<file path="config.mk">
export PLATFORM = sky130hd
export DESIGN_NAME = div_32bit_seq
export DESIGN_NICKNAME = d
export VERILOG_FILES = /design/src/rtl/div_32bit_seq_pkg.sv /design/src/rtl/full_adder_32bit.sv /design/src/rtl/div_32bit_seq.sv
export SDC_FILE = /design/constraint.sdc
export NUM_CORES = 1
export LEC_CHECK = 0
export CAP_MARGIN = 20
export CORE_MARGIN = 2
export CORE_UTILIZATION = 45
export DETAILED_ROUTE_END_ITERATION = 16
export PLACE_DENSITY_LB_ADDON = 0.25
export SLEW_MARGIN = 20
export SYNTH_ARGS = -nofsm -noshare
export SYNTH_HDL_FRONTEND = slang
export SYNTH_SLANG_ARGS = --single-unit
</file>
<file path="constraint.sdc">
create_clock -name i_clk -period 10.4 [get_ports i_clk]
set_input_delay 2.08 -clock i_clk [delete_from_list [all_inputs] [get_ports i_clk]]
set_output_delay 2.08 -clock i_clk [all_outputs]
set_load 0.02 [all_outputs]
</file>
<file path="src/rtl/div_32bit_seq_pkg.sv">
// Shared ALU definitions: divider FSM states, step count and two's-complement helper.
// Imported by the sequential divider and its datapath.
package div_32bit_seq_pkg;

   localparam int XLEN      = 32;
   localparam int DIV_STEPS = 32;
   localparam int CNT_W     = $clog2(DIV_STEPS);

   typedef enum logic [1:0] {
      IDLE = 2'd0,
      CALC = 2'd1,
      FIX  = 2'd2,
      DONE = 2'd3
   } div_state_e;

   // Inversion plus one; 0x80000000 maps onto itself, which is the correct magnitude.
   function automatic logic [XLEN-1:0] twos_neg(input logic [XLEN-1:0] x);
      return ~x + {{(XLEN-1){1'b0}}, 1'b1};
   endfunction

endpackage

</file>
<file path="src/rtl/full_adder_32bit.sv">
// 32-bit adder with carry-in and carry-out; combinational, no backpressure.
module full_adder_32bit (
   input  logic [31:0] a,
   input  logic [31:0] b,
   input  logic        cin,
   output logic [31:0] sum,
   output logic        cout
);

   logic [32:0] total;

   assign total = {1'b0, a} + {1'b0, b} + {32'd0, cin};
   assign sum   = total[31:0];
   assign cout  = total[32];

endmodule

</file>
<file path="src/rtl/div_32bit_seq.sv">
// Sequential restoring divider, signed/unsigned, RISC-V DIV/REM semantics.
// Fixed latency: o_done 34 cycles after the accepting cycle; i_start ignored while busy.
module div_32bit_seq
   import div_32bit_seq_pkg::*;
#(
   parameter int WIDTH = 32
) (
   input  logic             i_clk,
   input  logic             i_rst_n,
   input  logic             i_start,
   input  logic             i_signed,
   input  logic [WIDTH-1:0] i_dividend,
   input  logic [WIDTH-1:0] i_divisor,
   output logic             o_busy,
   output logic             o_done,
   output logic [WIDTH-1:0] o_quotient,
   output logic [WIDTH-1:0] o_remainder
);

   div_state_e       state;
   logic [CNT_W-1:0] count;
   logic [WIDTH-1:0] rem;
   logic [WIDTH-1:0] quo;
   logic [WIDTH-1:0] dvs;
   logic             neg_quo;
   logic             neg_rem;

   logic             dend_neg;
   logic             dvs_neg;
   logic [WIDTH-1:0] neg_a_in;
   logic [WIDTH-1:0] neg_b_in;
   logic [WIDTH-1:0] neg_a;
   logic [WIDTH-1:0] neg_b;
   logic [WIDTH-1:0] shift_rem;
   logic [WIDTH-1:0] dvs_inv;
   logic [WIDTH-1:0] diff;
   logic             carry;
   logic             no_borrow;

   assign dend_neg = i_signed & i_dividend[WIDTH-1];
   assign dvs_neg  = i_signed & i_divisor[WIDTH-1];

   // One pair of negators serves both operand capture (IDLE) and sign fix-up (FIX).
   assign neg_a_in = (state == IDLE) ? i_dividend : quo;
   assign neg_b_in = (state == IDLE) ? i_divisor  : rem;
   assign neg_a    = twos_neg(neg_a_in);
   assign neg_b    = twos_neg(neg_b_in);

   assign shift_rem = {rem[WIDTH-2:0], quo[WIDTH-1]};
   assign dvs_inv   = ~dvs;

   full_adder_32bit u_trial_sub (
      .a    (shift_rem),
      .b    (dvs_inv),
      .cin  (1'b1),
      .sum  (diff),
      .cout (carry)
   );

   // The bit shifted out of rem makes the partial remainder exceed any divisor.
   assign no_borrow = carry | rem[WIDTH-1];

   assign o_busy = (state != IDLE);
   assign o_done = (state == DONE);

   always_ff @(posedge i_clk or negedge i_rst_n) begin
      if (!i_rst_n) begin
         state       <= IDLE;
         count       <= '0;
         rem         <= '0;
         quo         <= '0;
         dvs         <= '0;
         neg_quo     <= 1'b0;
         neg_rem     <= 1'b0;
         o_quotient  <= '0;
         o_remainder <= '0;
      end else begin
         case (state)
            IDLE: begin
               if (i_start) begin
                  state   <= CALC;
                  count   <= CNT_W'(DIV_STEPS - 1);
                  rem     <= '0;
                  quo     <= dend_neg ? neg_a : i_dividend;
                  dvs     <= dvs_neg  ? neg_b : i_divisor;
                  // Divide-by-zero keeps the all-ones quotient regardless of sign.
                  neg_quo <= (dend_neg ^ dvs_neg) & (|i_divisor);
                  neg_rem <= dend_neg;
               end
            end
            CALC: begin
               rem   <= no_borrow ? diff : shift_rem;
               quo   <= {quo[WIDTH-2:0], no_borrow};
               count <= count - 1'b1;
               if (count == '0) begin
                  state <= FIX;
               end
            end
            FIX: begin
               o_quotient  <= neg_quo ? neg_a : quo;
               o_remainder <= neg_rem ? neg_b : rem;
               state       <= DONE;
            end
            DONE: begin
               state <= IDLE;
            end
            default: begin
               state <= IDLE;
            end
         endcase
      end
   end

endmodule

</file>
; Yosys cells after proc, flatten, opt, wreduce, memory -nomap -nowiden
; Index checks and enable logic that the tools add are counted.
[word_totals]
regBits = 169
input_bits = 68
output_inout_bits = 66
wordCells = 51
[classes]
addsub = 5
n_eq_ne = 5
mux = 16
bitwise_logic = 8
reduce_logical = 8
[ops]
columns = op, count
row1 = $mux 32, 9
row2 = $pmux 32 s2, 2
row3 = $not 32->32, 3
row4 = $add 32x1->32 const B, 2
row5 = $add 32x32->33, 1
row6 = $add 33x1->33 const B, 1
row7 = $reduce_or 32->1, 1
row8 = $pmux 5 s2, 1
row9 = $pmux 2 s4, 1
row10 = $reduce_and 2->1, 3
row11 = $logic_not 5->1, 1
row12 = $mux 5, 1
row13 = $sub 5x1->5 const B, 1
row14 = $eq 2x2->1 const B, 2
row15 = $mux 2, 2
row16 = $ne 2x2->1 const B, 2
row17 = $reduce_bool 2->1, 2
row18 = $and 1x1->1, 3
row19 = $eq 2x1->1 const B, 1
row20 = $logic_not 2->1, 1
row21 = $or 1x1->1, 1
row22 = $xor 1x1->1, 1

; Depth between registers and ports, before layout
[logic_depth]
word_depth = 7
mapped_depth = 21
depth_no_buf = 13

; Hierarchy
; Synthesis repeated with hierarchy kept, for this count alone.
[unflattened]
cells_unflattened = 1528
area_unflattened_um2 = 12836.1
[modules_own_cells]
columns = module, instances, cells_each, area_per_inst_um2, seq_area_each_um2
row1 = div_32bit_seq, 1, 1282, 11134.4, 4229.1
row2 = full_adder_32bit, 1, 246, 1701.6, 0.0

; Worst setup path after synthesis
; No wires, ideal clock.
[synth_timing]
path_type = flip-flop to flip-flop
from = register state[0]
to = register o_quotient[24]
setup_time_ns = 0.125
arrival_ns = 4.548
required_ns = 10.275
path_slack_ns = 5.727
stages_incl_launch_ff = 21
path_buffers = 9
synth_period_minus_slack_ns = 4.673
path_cell_list = dfrtp_1 inv_1 ha_1 buf_2 buf_2 buf_2 buf_2 buf_2 buf_2 buf_2 buf_2 mux2i_1 ha_1 clkbuf_1 o211a_1 nand3_1 nor3_1 nand4_1 xnor2_1 mux2_2 mux2_2
[synth_between]
elab_chain_cells = 5
word_cells_on_any_way = 6
classes_between = 1 x add/sub / 1 x eq/ne / 2 x mux / 1 x bitwise / 1 x reduce/logical
[synth_lines]
columns = element, line_no
row1 = "start, declared", div_32bit_seq.sv:20  ; div_state_e state;
row2 = "start signal, assigned", div_32bit_seq.sv:68  ; state <= IDLE;
row3 = "start signal, assigned", div_32bit_seq.sv:81  ; state <= CALC;
row4 = "start signal, assigned", div_32bit_seq.sv:96  ; state <= FIX;
row5 = $logic_not 2->1, div_32bit_seq.sv:44  ; assign neg_a_in = (state == IDLE) ? i_dividend : quo;
row6 = $mux 32, div_32bit_seq.sv:44
row7 = $not 32->32, div_32bit_seq_pkg.sv:18  ; return ~x + {{(XLEN-1){1'b0}}, 1'b1};
row8 = $add 32x1->32, div_32bit_seq_pkg.sv:18
row9 = $mux 32, div_32bit_seq.sv:100  ; o_quotient <= neg_quo ? neg_a : quo;
row10 = "end signal, assigned", div_32bit_seq.sv:100
row11 = "end, declared", div_32bit_seq.sv:16  ; output logic [WIDTH-1:0] o_quotient,
; Several ways; a longest one is shown, not always the timed one.
; A chain may end at the register's enable or synchronous reset.

; Worst setup path after layout
[layout_timing]
from = input i_divisor[3]
to = register o_remainder[25]
[layout_between]
elab_chain_cells = 4
[layout_lines]
columns = element, line_no
row1 = "start, declared", div_32bit_seq.sv:13  ; input logic [WIDTH-1:0] i_divisor,
row2 = $mux 32, div_32bit_seq.sv:45  ; assign neg_b_in = (state == IDLE) ? i_divisor : rem;
row3 = $not 32->32, div_32bit_seq_pkg.sv:18
row4 = $add 32x1->32, div_32bit_seq_pkg.sv:18
row5 = $mux 32, div_32bit_seq.sv:101  ; o_remainder <= neg_rem ? neg_b : rem;
row6 = "end signal, assigned", div_32bit_seq.sv:101
row7 = "end, declared", div_32bit_seq.sv:17  ; output logic [WIDTH-1:0] o_remainder
; Every way passes these cells.

==> flow_summary_export.csv <==
group,metric,value,unit
global_route,grt.total_usage,0.270,
worst_setup_path,cp-start-kind,"primary input",
sta,fmax,201,MHz
worst_setup_path,critPathMaxFanout,7,
pwr,leakage,6.03,nW
global_route,grt_first_pass_wirelength,61400,microns
synthesis,ys_seq_area_frac,0.341,
sta,hold_viol_final,0,
drt,drc,0,
finish,drive_gt1_frac,0.0710,
placement,finalWeightedCongestion,0.917,
pwr,swShare,0.485,
die,die_w,170,microns
pwr,share_comb_of_total_power,0.619,
sta,setup_viol,0,
die,ios,134,
drt,drt_iter0_drc,961,
worst_setup_path,crit_cells,9,
sta,max-slew-margin-rel,0.283,
synthesis,yosysMostFrequentCell,"dfrtp_1",
finish,fin_cells,1946,
global_route,antenna_found_initial,1,
worst_setup_path,r2r_start,"quo[31]",
pwr,total_power,4.93,mW
synthesis,ys.flop_type,"dfrtp_1",
drt,drt-total-wl,38300,microns
flow_run,cap_violations,0,
clock_tree,cts_max_path_buffers,2,
clock_tree,cts_tree,"yes",
finish,seqCellArea,4230,sq um
placement,place_hpwl,26200,microns
finish,multi_input_area,7580,sq um
worst_setup_path,cp_cell_sequence,"clkdlybuf4s50_1 > or3b_1 > a222oi_1 > and3_2 > and4_1 > mux2_1 > a21oi_1 > a21oi_1 > mux2_2",
clock_tree,h-tree-depth,4,
sta,fin_crit_sh,0.479,
worst_setup_path,crit_family,"simple AND/OR/NAND/NOR gates",
die,dieHeight,170,microns
finish,syn2layout_area_growth,16.6,%
synthesis,syn_area,12400,sq um
finish,nets,1702,
synthesis,syn-instance-count,1526,
synthesis,synth_edf_count,0,
clock_tree,cts_setup_buffers,0,
pwr,clockPowerShare,0.127,
finish,nFillCells,2534,
clock_tree,worstSkewPairLatency,0.45,ns
sta,fin_tns_setup,0,ns
drt,dr.pass1.iters,8,
worst_setup_path,crit_arrival,5.32,ns
clock_tree,clk_pin_slew,0.07,ns
clock_tree,post_cts_resized,0,
sta,slew_violations,0,
worst_setup_path,crit_required,10.74,ns
clock_tree,hold_buffers,0,
sta,tightest_slew,1.07,ns
global_route,grt_pass1_vias,11205,
clock_tree,clock-sinks,169,
pwr,power.density,341,nW/um^2
worst_setup_path,critPathKind,"primary input to register",
synthesis,ys.warnings.count,0,
drt,ant_nets,0,
run_status,status,"complete, no violations",
synthesis,synth_cell_types,70,
die,start_util,0.459,
hold_path,hold_depth,2,
die,row_count,60,
drt,route.detailed.vias_per_inst,5.96,
synthesis,async_flop_share,1.00,
placement,placed_cells,1914,
pwr,p_int,2.54,mW
hold_path,min_path_type,"register to register",
sta,fin_skew,0.0133,ns
synthesis,synth_seq_cells,169,
finish,fin_area,14500,sq um
synthesis,syn_nets,1636,
drt,via_count,11590,
global_route,grt_max_degree,103,
sta,period_needed,4.99,ns
finish,final_core_util,0.535,
global_route,gr-total-overflow,0,
synthesis,ys_top_cells_by_count,"dfrtp_1, a21oi_1, nor2_1",
placement,postPlaceCellArea,13900,sq um
finish,diodes,0,
worst_setup_path,cpPeakStageDelay,0.67,ns
worst_setup_path,crit_start,"i_divisor[3]",
die,die-area,28900,sq um
worst_setup_path,r2r_cells,13,
worst_setup_path,crit_path_frequent_cell,"a21oi_1",
pwr,ir_drop,211,uV
clock_tree,clock-root-buffer,"clkbuf_16",
drt,wl_per_cell,19.7,microns
synthesis,yosys.area.top_type,"dfrtp_1",
worst_setup_path,worstReg2RegEnd,"rem[27]",
clock_tree,cts_buffers,17,
die,core_area,27000,sq um
pwr,seqPwrFrac,0.253,
synthesis,syn_area_per_cell,8.13,sq um
worst_setup_path,ff2ff_setup_slack,5.69,ns
placement,io_buffers,133,
worst_setup_path,crit_end,"o_remainder[25]",
synthesis,netlist_top_cells_area,"dfrtp_1, a21oi_1, o21ai_0",
pwr,netSwitchingPower,2.39,mW
synthesis,synth_top_area_share,0.341,
sta,rsz0062_at_grt,"false",
worst_setup_path,end_kind,"register",
worst_setup_path,slowest_stage,"a222oi_1",
worst_setup_path,cp_num_buf_inv,1,
==> cell type report <==
class	count	area share
Tap cell	341	0.0295
Clock inverter	11	0.00597
Timing Repair Buffer	147	0.0995
Inverter	62	0.0161
Sequential cell	169	0.292
Clock buffer	21	0.0325
Multi-Input combinational cell	1195	0.524
==> metal layers <==
layer  track usage  wire [microns]  up-vias
met5             0              13        -
met4         0.103            1270        2
met3        0.0547            2490       73
met2         0.423           17400      394
met1         0.367           17200     5536
li1              -               -     5585
==> cells by family after synthesis <==
| kind of cell | Yosys count | synth area share |
|---|---|---|
| simple gates | 477 | 0.177 |
| compound gates | 469 | 0.226 |
| flops | 169 | 0.341 |
| buf+inv | 162 | 0.0512 |
| mux | 106 | 0.0908 |
| xor+xnor | 101 | 0.0713 |
| fa+ha+maj | 42 | 0.0430 |
==> power groups by stage <==
stage	sequential [mW]	clock [mW]	combinational [mW]
2_1_floorplan	1.27	0	2.11
3_3_place_gp	1.25	0	2.98
3_5_place_dp	1.25	0	3.02
4_1_cts	1.24	0.638	3.04
5_1_grt	1.29	0.665	3.38
6_report	1.25	0.627	3.05
==> worst min-delay path by stage <==
stage / start / endpoint / slack (ns)
after floorplan: dvs[0] / dvs[0] / 0.45
after global placement: dvs[25] / dvs[25] / 0.46
after detailed placement: dvs[25] / dvs[25] / 0.47
after CTS: dvs[25] / dvs[25] / 0.48
after global routing: o_quotient[23] / o_quotient[23] / 0.53
final: dvs[25] / dvs[25] / 0.48
==> registers in the layout, summed over array words and instances (netlist names) <==
name         flops
count            5
o_quotient      32
dvs             32
state            2
rem             32
o_remainder     32
neg_rem          1
quo             32
neg_quo          1
==> worst register-to-register path: stages (launching register included) <==
cell,delay (ns)
dfrtp_1,0.46
inv_1,0.09
ha_1,0.17
inv_1,0.06
fa_1,0.44
a211oi_1,0.26
o21ai_0,0.24
o211ai_1,0.49
a211oi_1,0.18
nor2_1,0.20
a31o_2,0.89
nand2b_1,0.71
nor2_1,0.11
a211o_1,0.29
==> placed cells by master (no fill, tap or decap), drive strengths merged, types with 4 or more instances in the layout <==
cell type / n
a31oi: 18
o221ai: 4
clkinv: 7
inv: 64
a22o: 4
o31ai: 5
nand2: 147
dfrtp: 169
o211ai: 24
nor2b: 5
o22ai: 20
and2: 10
a21oi: 156
o21ai: 140
clkbuf: 22
mux2i: 54
nand2b: 10
a32oi: 10
nor4: 6
buf: 14
nor3: 46
clkdlybuf4s50: 132
a221o: 6
or3: 9
nand3: 28
a211oi: 18
ha: 41
a22oi: 11
nor2: 155
or2: 6
nand4: 12
a21o: 13
o21a: 12
xor2: 42
mux2: 52
o21bai: 7
xnor2: 59
nor3b: 14
and3: 20
==> metrics by stage <==
stage	hold slack [ns]	setup slack, ns
after floorplan	0.450	5.73
after global placement	0.464	5.01
after detailed placement	0.470	5.03
after CTS	0.484	5.47
after global routing	0.526	5.26
final	0.480	5.41
Power figures use the tool's default switching activity.
